File: config.mk
export PLATFORM = sky130hd
export DESIGN_NAME = mc_control
export DESIGN_NICKNAME = d
export VERILOG_FILES = /design/src/rtl/rv_ctrl_pkg.sv /design/src/rtl/mc_ctrl_decode.sv /design/src/rtl/mc_control.sv
export SDC_FILE = /design/constraint.sdc
export NUM_CORES = 1
export LEC_CHECK = 0
export CAP_MARGIN = 20
export CORE_ASPECT_RATIO = 0.8
export CORE_MARGIN = 4
export CORE_UTILIZATION = 30
export CTS_CLUSTER_DIAMETER = 100
export DETAILED_ROUTE_END_ITERATION = 8
export HOLD_SLACK_MARGIN = 0.02
export MAX_ROUTING_LAYER = met4
export PLACE_DENSITY = 0.66
export RECOVER_POWER = 50
export SLEW_MARGIN = 25
export SYNTH_ARGS = -nofsm -noshare
export SYNTH_HDL_FRONTEND = slang
export SYNTH_HIERARCHICAL = 1
export SYNTH_SLANG_ARGS = --single-unit
File: constraint.sdc
create_clock -name clk -period 2.3 [get_ports clk]
set_input_delay 0.575 -clock clk [delete_from_list [all_inputs] [get_ports clk]]
set_output_delay 0.575 -clock clk [all_outputs]
set_load 0.01 [all_outputs]
File: src/rtl/rv_ctrl_pkg.sv
// rv_ctrl_pkg: shared encodings for the KLP32 multicycle controller.
// Holds the RV32I opcode constants and the imm_sel codes shared with immgen.
// Also holds the ALU source, alu_op and result_src mux encodings, and the
// controller state enum.
// The TRAP state exists only when MC_ILLEGAL_TRAP_EN is defined.
package rv_ctrl_pkg;

  localparam logic [6:0] OPC_LOAD   = 7'b0000011;
  localparam logic [6:0] OPC_STORE  = 7'b0100011;
  localparam logic [6:0] OPC_OP     = 7'b0110011;
  localparam logic [6:0] OPC_OP_IMM = 7'b0010011;
  localparam logic [6:0] OPC_LUI    = 7'b0110111;
  localparam logic [6:0] OPC_AUIPC  = 7'b0010111;
  localparam logic [6:0] OPC_BRANCH = 7'b1100011;
  localparam logic [6:0] OPC_JAL    = 7'b1101111;
  localparam logic [6:0] OPC_JALR   = 7'b1100111;

  localparam logic [2:0] IMM_I = 3'b000;
  localparam logic [2:0] IMM_S = 3'b001;
  localparam logic [2:0] IMM_B = 3'b010;
  localparam logic [2:0] IMM_U = 3'b011;
  localparam logic [2:0] IMM_J = 3'b100;

  localparam logic [1:0] SRCA_PC    = 2'b00;
  localparam logic [1:0] SRCA_OLDPC = 2'b01;
  localparam logic [1:0] SRCA_RS1   = 2'b10;
  localparam logic [1:0] SRCA_ZERO  = 2'b11;

  localparam logic [1:0] SRCB_RS2  = 2'b00;
  localparam logic [1:0] SRCB_IMM  = 2'b01;
  localparam logic [1:0] SRCB_FOUR = 2'b10;

  localparam logic [1:0] ALU_ADD   = 2'b00;
  localparam logic [1:0] ALU_SUB   = 2'b01;
  localparam logic [1:0] ALU_FUNCT = 2'b10;

  localparam logic [1:0] RES_ALUOUT = 2'b00;
  localparam logic [1:0] RES_MEM    = 2'b01;
  localparam logic [1:0] RES_PC     = 2'b11;

  typedef enum logic [3:0] {
    ST_FETCH,
    ST_DECODE,
    ST_MEMADR,
    ST_MEMREAD,
    ST_MEMWB,
    ST_MEMWRITE,
    ST_EXECR,
    ST_EXECI,
    ST_EXECU,
    ST_ALUWB,
    ST_BRANCH,
    ST_JALRADR,
    ST_JUMP
`ifdef MC_ILLEGAL_TRAP_EN
    , ST_TRAP
`endif
  } state_t;

endpackage

File: src/rtl/mc_ctrl_decode.sv
// mc_ctrl_decode: combinational control-word decoder for mc_control.
// Inputs : state, opcode, br_taken, mem_ready
// Outputs: memory handshake, write strobes, mux selects, imm_sel, alu_op and
//          illegal.
// When MC_ILLEGAL_TRAP_EN is defined, illegal is driven high in the TRAP state.
// Otherwise illegal is tied 0.
// This block does no reset masking; the top module does it.
module mc_ctrl_decode
  import rv_ctrl_pkg::*;
(
  input  state_t     state,
  input  logic [6:0] opcode,
  input  logic       br_taken,
  input  logic       mem_ready,
  output logic       mem_req,
  output logic       mem_we,
  output logic       adr_src,
  output logic       ir_write,
  output logic       pc_write,
  output logic       pc_src,
  output logic       reg_write,
  output logic [2:0] imm_sel,
  output logic [1:0] alu_src_a,
  output logic [1:0] alu_src_b,
  output logic [1:0] alu_op,
  output logic [1:0] result_src,
  output logic       illegal
);

  always_comb begin
    mem_req    = 1'b0;
    mem_we     = 1'b0;
    adr_src    = 1'b0;
    ir_write   = 1'b0;
    pc_write   = 1'b0;
    pc_src     = 1'b0;
    reg_write  = 1'b0;
    imm_sel    = IMM_I;
    alu_src_a  = SRCA_PC;
    alu_src_b  = SRCB_RS2;
    alu_op     = ALU_ADD;
    result_src = RES_ALUOUT;
    illegal    = 1'b0;
    case (state)
      ST_FETCH: begin
        // PC+4 is computed every fetch cycle; it is only committed once
        // memory completes.
        mem_req   = 1'b1;
        alu_src_b = SRCB_FOUR;
        ir_write  = mem_ready;
        pc_write  = mem_ready;
      end
      ST_DECODE: begin
        // Branch/jump target oldPC+imm is speculatively latched into ALUOut.
        alu_src_a = SRCA_OLDPC;
        alu_src_b = SRCB_IMM;
        if (opcode == OPC_BRANCH)   imm_sel = IMM_B;
        else if (opcode == OPC_JAL) imm_sel = IMM_J;
      end
      ST_MEMADR: begin
        alu_src_a = SRCA_RS1;
        alu_src_b = SRCB_IMM;
        if (opcode == OPC_STORE) imm_sel = IMM_S;
      end
      ST_MEMREAD: begin
        mem_req = 1'b1;
        adr_src = 1'b1;
      end
      ST_MEMWB: begin
        reg_write  = 1'b1;
        result_src = RES_MEM;
      end
      ST_MEMWRITE: begin
        mem_req = 1'b1;
        mem_we  = 1'b1;
        adr_src = 1'b1;
      end
      ST_EXECR: begin
        alu_src_a = SRCA_RS1;
        alu_op    = ALU_FUNCT;
      end
      ST_EXECI: begin
        alu_src_a = SRCA_RS1;
        alu_src_b = SRCB_IMM;
        alu_op    = ALU_FUNCT;
      end
      ST_EXECU: begin
        // LUI adds the U-immediate to zero; AUIPC adds it to oldPC.
        imm_sel   = IMM_U;
        alu_src_b = SRCB_IMM;
        alu_src_a = (opcode == OPC_LUI) ? SRCA_ZERO : SRCA_OLDPC;
      end
      ST_ALUWB: begin
        reg_write = 1'b1;
      end
      ST_BRANCH: begin
        alu_src_a = SRCA_RS1;
        alu_op    = ALU_SUB;
        pc_write  = br_taken;
        pc_src    = 1'b1;
      end
      ST_JALRADR: begin
        alu_src_a = SRCA_RS1;
        alu_src_b = SRCB_IMM;
      end
      ST_JUMP: begin
        // PC already holds oldPC+4 from fetch, so it is the link value.
        pc_write   = 1'b1;
        pc_src     = 1'b1;
        reg_write  = 1'b1;
        result_src = RES_PC;
      end
`ifdef MC_ILLEGAL_TRAP_EN
      ST_TRAP: begin
        illegal = 1'b1;
      end
`endif
      default: ;
    endcase
  end

endmodule

File: src/rtl/mc_control.sv
// mc_control: multicycle Moore sequencer for the KLP32 RV32I core.
// Ports: clk, reset (synchronous, active-high); opcode, br_taken and mem_ready
//        in; memory handshake, datapath strobes, mux selects, imm_sel,
//        alu_op and illegal out.
// Optional MC_ILLEGAL_TRAP_EN: an unknown opcode locks the controller in TRAP,
// with illegal=1, until reset. When it is undefined, an unknown opcode is
// executed as a 2-cycle NOP.
module mc_control
  import rv_ctrl_pkg::*;
(
  input  logic       clk,
  input  logic       reset,
  input  logic [6:0] opcode,
  input  logic       br_taken,
  input  logic       mem_ready,
  output logic       mem_req,
  output logic       mem_we,
  output logic       adr_src,
  output logic       ir_write,
  output logic       pc_write,
  output logic       pc_src,
  output logic       reg_write,
  output logic [2:0] imm_sel,
  output logic [1:0] alu_src_a,
  output logic [1:0] alu_src_b,
  output logic [1:0] alu_op,
  output logic [1:0] result_src,
  output logic       illegal
);

  state_t state_q, state_d;

  logic       dec_mem_req, dec_mem_we, dec_adr_src, dec_ir_write;
  logic       dec_pc_write, dec_pc_src, dec_reg_write, dec_illegal;
  logic [2:0] dec_imm_sel;
  logic [1:0] dec_alu_src_a, dec_alu_src_b, dec_alu_op, dec_result_src;

  always_ff @(posedge clk) begin
    if (reset) state_q <= ST_FETCH;
    else       state_q <= state_d;
  end

  always_comb begin
    state_d = state_q;
    case (state_q)
      ST_FETCH:    if (mem_ready) state_d = ST_DECODE;
      ST_DECODE: begin
        case (opcode)
          OPC_LOAD, OPC_STORE: state_d = ST_MEMADR;
          OPC_OP:              state_d = ST_EXECR;
          OPC_OP_IMM:          state_d = ST_EXECI;
          OPC_LUI, OPC_AUIPC:  state_d = ST_EXECU;
          OPC_BRANCH:          state_d = ST_BRANCH;
          OPC_JAL:             state_d = ST_JUMP;
          OPC_JALR:            state_d = ST_JALRADR;
`ifdef MC_ILLEGAL_TRAP_EN
          default:             state_d = ST_TRAP;
`else
          default:             state_d = ST_FETCH;
`endif
        endcase
      end
      ST_MEMADR:   state_d = (opcode == OPC_STORE) ? ST_MEMWRITE : ST_MEMREAD;
      ST_MEMREAD:  if (mem_ready) state_d = ST_MEMWB;
      ST_MEMWB:    state_d = ST_FETCH;
      ST_MEMWRITE: if (mem_ready) state_d = ST_FETCH;
      ST_EXECR:    state_d = ST_ALUWB;
      ST_EXECI:    state_d = ST_ALUWB;
      ST_EXECU:    state_d = ST_ALUWB;
      ST_ALUWB:    state_d = ST_FETCH;
      ST_BRANCH:   state_d = ST_FETCH;
      ST_JALRADR:  state_d = ST_JUMP;
      ST_JUMP:     state_d = ST_FETCH;
      default:     state_d = state_q;
    endcase
  end

  mc_ctrl_decode u_decode (
    .state      (state_q),
    .opcode     (opcode),
    .br_taken   (br_taken),
    .mem_ready  (mem_ready),
    .mem_req    (dec_mem_req),
    .mem_we     (dec_mem_we),
    .adr_src    (dec_adr_src),
    .ir_write   (dec_ir_write),
    .pc_write   (dec_pc_write),
    .pc_src     (dec_pc_src),
    .reg_write  (dec_reg_write),
    .imm_sel    (dec_imm_sel),
    .alu_src_a  (dec_alu_src_a),
    .alu_src_b  (dec_alu_src_b),
    .alu_op     (dec_alu_op),
    .result_src (dec_result_src),
    .illegal    (dec_illegal)
  );

  // Reset forces every output low immediately. This way an instruction that
  // is abandoned mid-flight cannot commit a write in the reset cycle.
  always_comb begin
    mem_req    = dec_mem_req    & ~reset;
    mem_we     = dec_mem_we     & ~reset;
    adr_src    = dec_adr_src    & ~reset;
    ir_write   = dec_ir_write   & ~reset;
    pc_write   = dec_pc_write   & ~reset;
    pc_src     = dec_pc_src     & ~reset;
    reg_write  = dec_reg_write  & ~reset;
    illegal    = dec_illegal    & ~reset;
    imm_sel    = reset ? 3'b000 : dec_imm_sel;
    alu_src_a  = reset ? 2'b00  : dec_alu_src_a;
    alu_src_b  = reset ? 2'b00  : dec_alu_src_b;
    alu_op     = reset ? 2'b00  : dec_alu_op;
    result_src = reset ? 2'b00  : dec_result_src;
  end

endmodule

==> impl_metrics.json <==
{
  "yosysWarnings": 6,
  "startpoint": "opcode[4]",
  "crit_chain": "dlygate4sd2_1 > nor3_2 > nand4_1 > o21ai_1 > nor2b_1 > clkdlybuf4s15_2",
  "required_ps": 1730,
  "power.density_nw_per_um2": 230.3,
  "drc": 0,
  "r2r-end": "state_q[0]$_SDFFE_PP0P_",
  "setup_viol": 0,
  "synthToLayoutAreaGrowth_pct": 57.69,
  "dp.final_hpwl_um": 1923,
  "utilization_pct": 51.39,
  "drtPass1Iterations": 4,
  "synthSimpleGateAreaFrac_pct": 52.36,
  "synth_seq_area_share_pct": 9.741,
  "setup_tns_ps": 0,
  "clkSlewWorstSetupHoldPaths_ps": 40,
  "max_freq_ghz": 0.4481,
  "grt-ovfl-total": 0,
  "core_area_um2": 2522,
  "postSynthAreaPerCell_um2": 6.576,
  "multi_input_area_um2": 703.2,
  "antenna_found_initial": 0,
  "insertion_delay_ps": 230,
  "worstPathArrival_ps": 1660,
  "fin_crit_sh_pct": 97.03,
  "p_switching_mw": 0.09664,
  "synth_top_family_by_area": "simple AND/OR/NAND/NOR gates",
  "numCtsBuffers": 3,
  "switching_share_pct": 32.38,
  "hold_viol_final": 0,
  "fillCellCount": 267,
  "combPwrFrac_pct": 46.9,
  "fp.dieH_um": 54.82,
  "final_cells": 204,
  "rr_worst_depth": 7,
  "regMostFlops": "state_q",
  "seq_power_share_pct": 24.5,
  "largest_registers": "state_q: 4 flops",
  "cts_sinks": 4,
  "critPathBufInv": 2,
  "crit_path_start_kind": "input pin",
  "path_delay_family": "buffers and inverters",
  "ys_ff_latch": 4,
  "p_clk_share_pct": 28.6,
  "port_buffers": 28,
  "routedWlPerCell_um": 12.00,
  "internal_power_mw": 0.2018,
  "fin_crit_ps": 2232,
  "timing.max_cap.violations": 0,
  "htreeDepth": 1,
  "synth_top_cell_by_area": "nor2b_1",
  "grt_pass1_vias": 947,
  "rrSetupSlack_ps": 280,
  "synth_flop_cell": "dfxtp_1",
  "slowest_delay_ps": 270,
  "rows": 16,
  "yosysTopAreaCellShare_pct": 16.74,
  "hold_depth": 3,
  "synth_fp_nets": 136,
  "leakage_nw": 0.5567,
  "syn-cell-area_um2": 822.0,
  "async_reset_ff_share_pct": 0,
  "pre_cts_slack_ps": -579.2,
  "critPathKind": "input pin to output port",
  "regArea_um2": 82.58,
  "r2r-start": "state_q[1]$_SDFFE_PP0P_",
  "cp_slowest_cell": "dlygate4sd2_1",
  "clock_skew_ps": 4.295,
  "synth_common_cells": "nor2b_1 (22), nor2_1 (10), nand2_1 (7)",
  "vias": 1042,
  "holdPathEnd": "state_q[1]$_SDFFE_PP0P_",
  "ctsRootBufferMaster": "clkbuf_4",
  "synth_most_common_cell": "nor2b_1",
  "grt_pass1_wl_um": 3891,
  "slew_viol_final": 0,
  "status": "finished clean",
  "critPathCaptureType": "output port",
  "hold_class": "flip-flop to flip-flop",
  "grt_max_degree": 21,
  "synth_compound_area_share_pct": 23.74,
  "yosys-top-cells-area": "nor2b_1 (17%), dfxtp_1 (9.7%), nor2_1 (4.6%)",
  "grt_usage_pct": 14.49,
  "synth_cells": 125,
  "synthMuxAreaShare_pct": 1.218,
  "hp-start": "state_q[3]$_SDFFE_PP0P_",
  "drive_gt1_share_pct": 25.60,
  "pin_count": 30,
  "drtAntennaViolNets": 0,
  "die_x_um": 66.53,
  "ys_types": 47,
  "start_util_pct": 32.59,
  "die_area_um2": 3647,
  "ir_worst_vdd_mv": 0.1410,
  "antenna_cells": 0,
  "synthXorXnorAreaFrac_pct": 4.262,
  "synthAdderAreaFrac_pct": 0,
  "synth-edff-count": 0,
  "dp_cells": 198,
  "worst_slack_ps": 68.24,
  "fin_nets": 181,
  "drt_iter0_drc": 52,
  "cts_tree": "built",
  "rsz0062_at_grt": "yes",
  "crit_fanout": 4,
  "place_congestion": 0.7950,
  "wl_um": 2449,
  "cts_buffer_depth": 2,
  "drt-vias-per-instance": 5.108,
  "cp.depth": 6,
  "largest_reg_flops": 4
}
## area by class of cell
type / instances / share of cell area (%)
multi-input cells: 107 / 54.25
repair buffers: 51 / 33.30
flip-flops and latches: 4 / 6.371
well taps: 36 / 3.475
clock buffers: 3 / 1.737
inverters: 3 / 0.8687
## cells in the final DEF, fill, tap and decap left out, drive strengths merged, types with 4 or more instances in the layout
master and instances:
nor4 4, buf 25, nand2 7, nor2b 22, o21ai 7, clkbuf 4, nor3b 4, nor3 7
a21oi 6, dfxtp 4, dlygate4sd2 20, nor2 11
## logic make-up (layout without fill, tap and decap cells)
| family | Yosys count | after routing |
|---|---|---|
| AO/OA/AOI/OAI | 28 | 28 |
| XOR/XNOR | 4 | 4 |
| buffers and inverters | 14 | 57 |
| flip-flops | 4 | 4 |
| multiplexers | 1 | 1 |
| other | 1 | 1 |
| AND/OR/NAND/NOR | 73 | 73 |
## how the worst max path moves through the flow
stage | slack (ps) | endpoint
4_1_cts | 30 | pc_write
3_3_place_gp | -530 | imm_sel[0]
5_1_grt | -10 | alu_src_a[1]
6_report | 70 | imm_sel[1]
2_1_floorplan | 320 | imm_sel[0]
3_5_place_dp | -580 | imm_sel[0]
## per-layer routing
layer	part of all wire [%]	up-vias	GRT usage, %
li1	-	538	-
met1	46	469	18.16
met2	48	31	24.55
met3	4.4	4	0.6160
met4	1.3	0	6.419
met5	0	-	-
## power groups by stage
| stage | clock [mW] | sequential, mW | combinational [mW] |
|---|---|---|---|
| floorplan | 0 | 0.0746 | 0.0748 |
| global placement | 0 | 0.0741 | 0.143 |
| detailed placement | 0 | 0.0741 | 0.146 |
| CTS | 0.0886 | 0.0732 | 0.141 |
| global route | 0.0901 | 0.0735 | 0.153 |
| finish | 0.0853 | 0.0733 | 0.140 |
## worst reg2reg max path, stage by stage (launching register included)
cell and delay, ps:
dfxtp_2 320, buf_6 120, buf_4 150, buf_4 170, or4b_1 590, nor3_1 220, o21ai_0 180, a211oi_2 190
## through the flow
stage / hold WS, ps / power, mW / cell area, um2
global route: 859.0 / 0.3171 / 1296
floorplan: 656.9 / 0.1494 / 822.0
finish: 792.8 / 0.2985 / 1296
detailed placement: 722.6 / 0.2196 / 1254
global placement: 723.6 / 0.2167 / 1254
CTS: 800.3 / 0.3029 / 1291
## what timing repair did
item | CTS | global route
cloned | 0 | 0
pin swaps | 4 | 1
hold buffers | 0 | 0
buffers inserted | 3 | 0
resized for setup | 43 | 8
endpoints found under the setup margin | 18 | 6
Power figures use the tool's default switching activity.
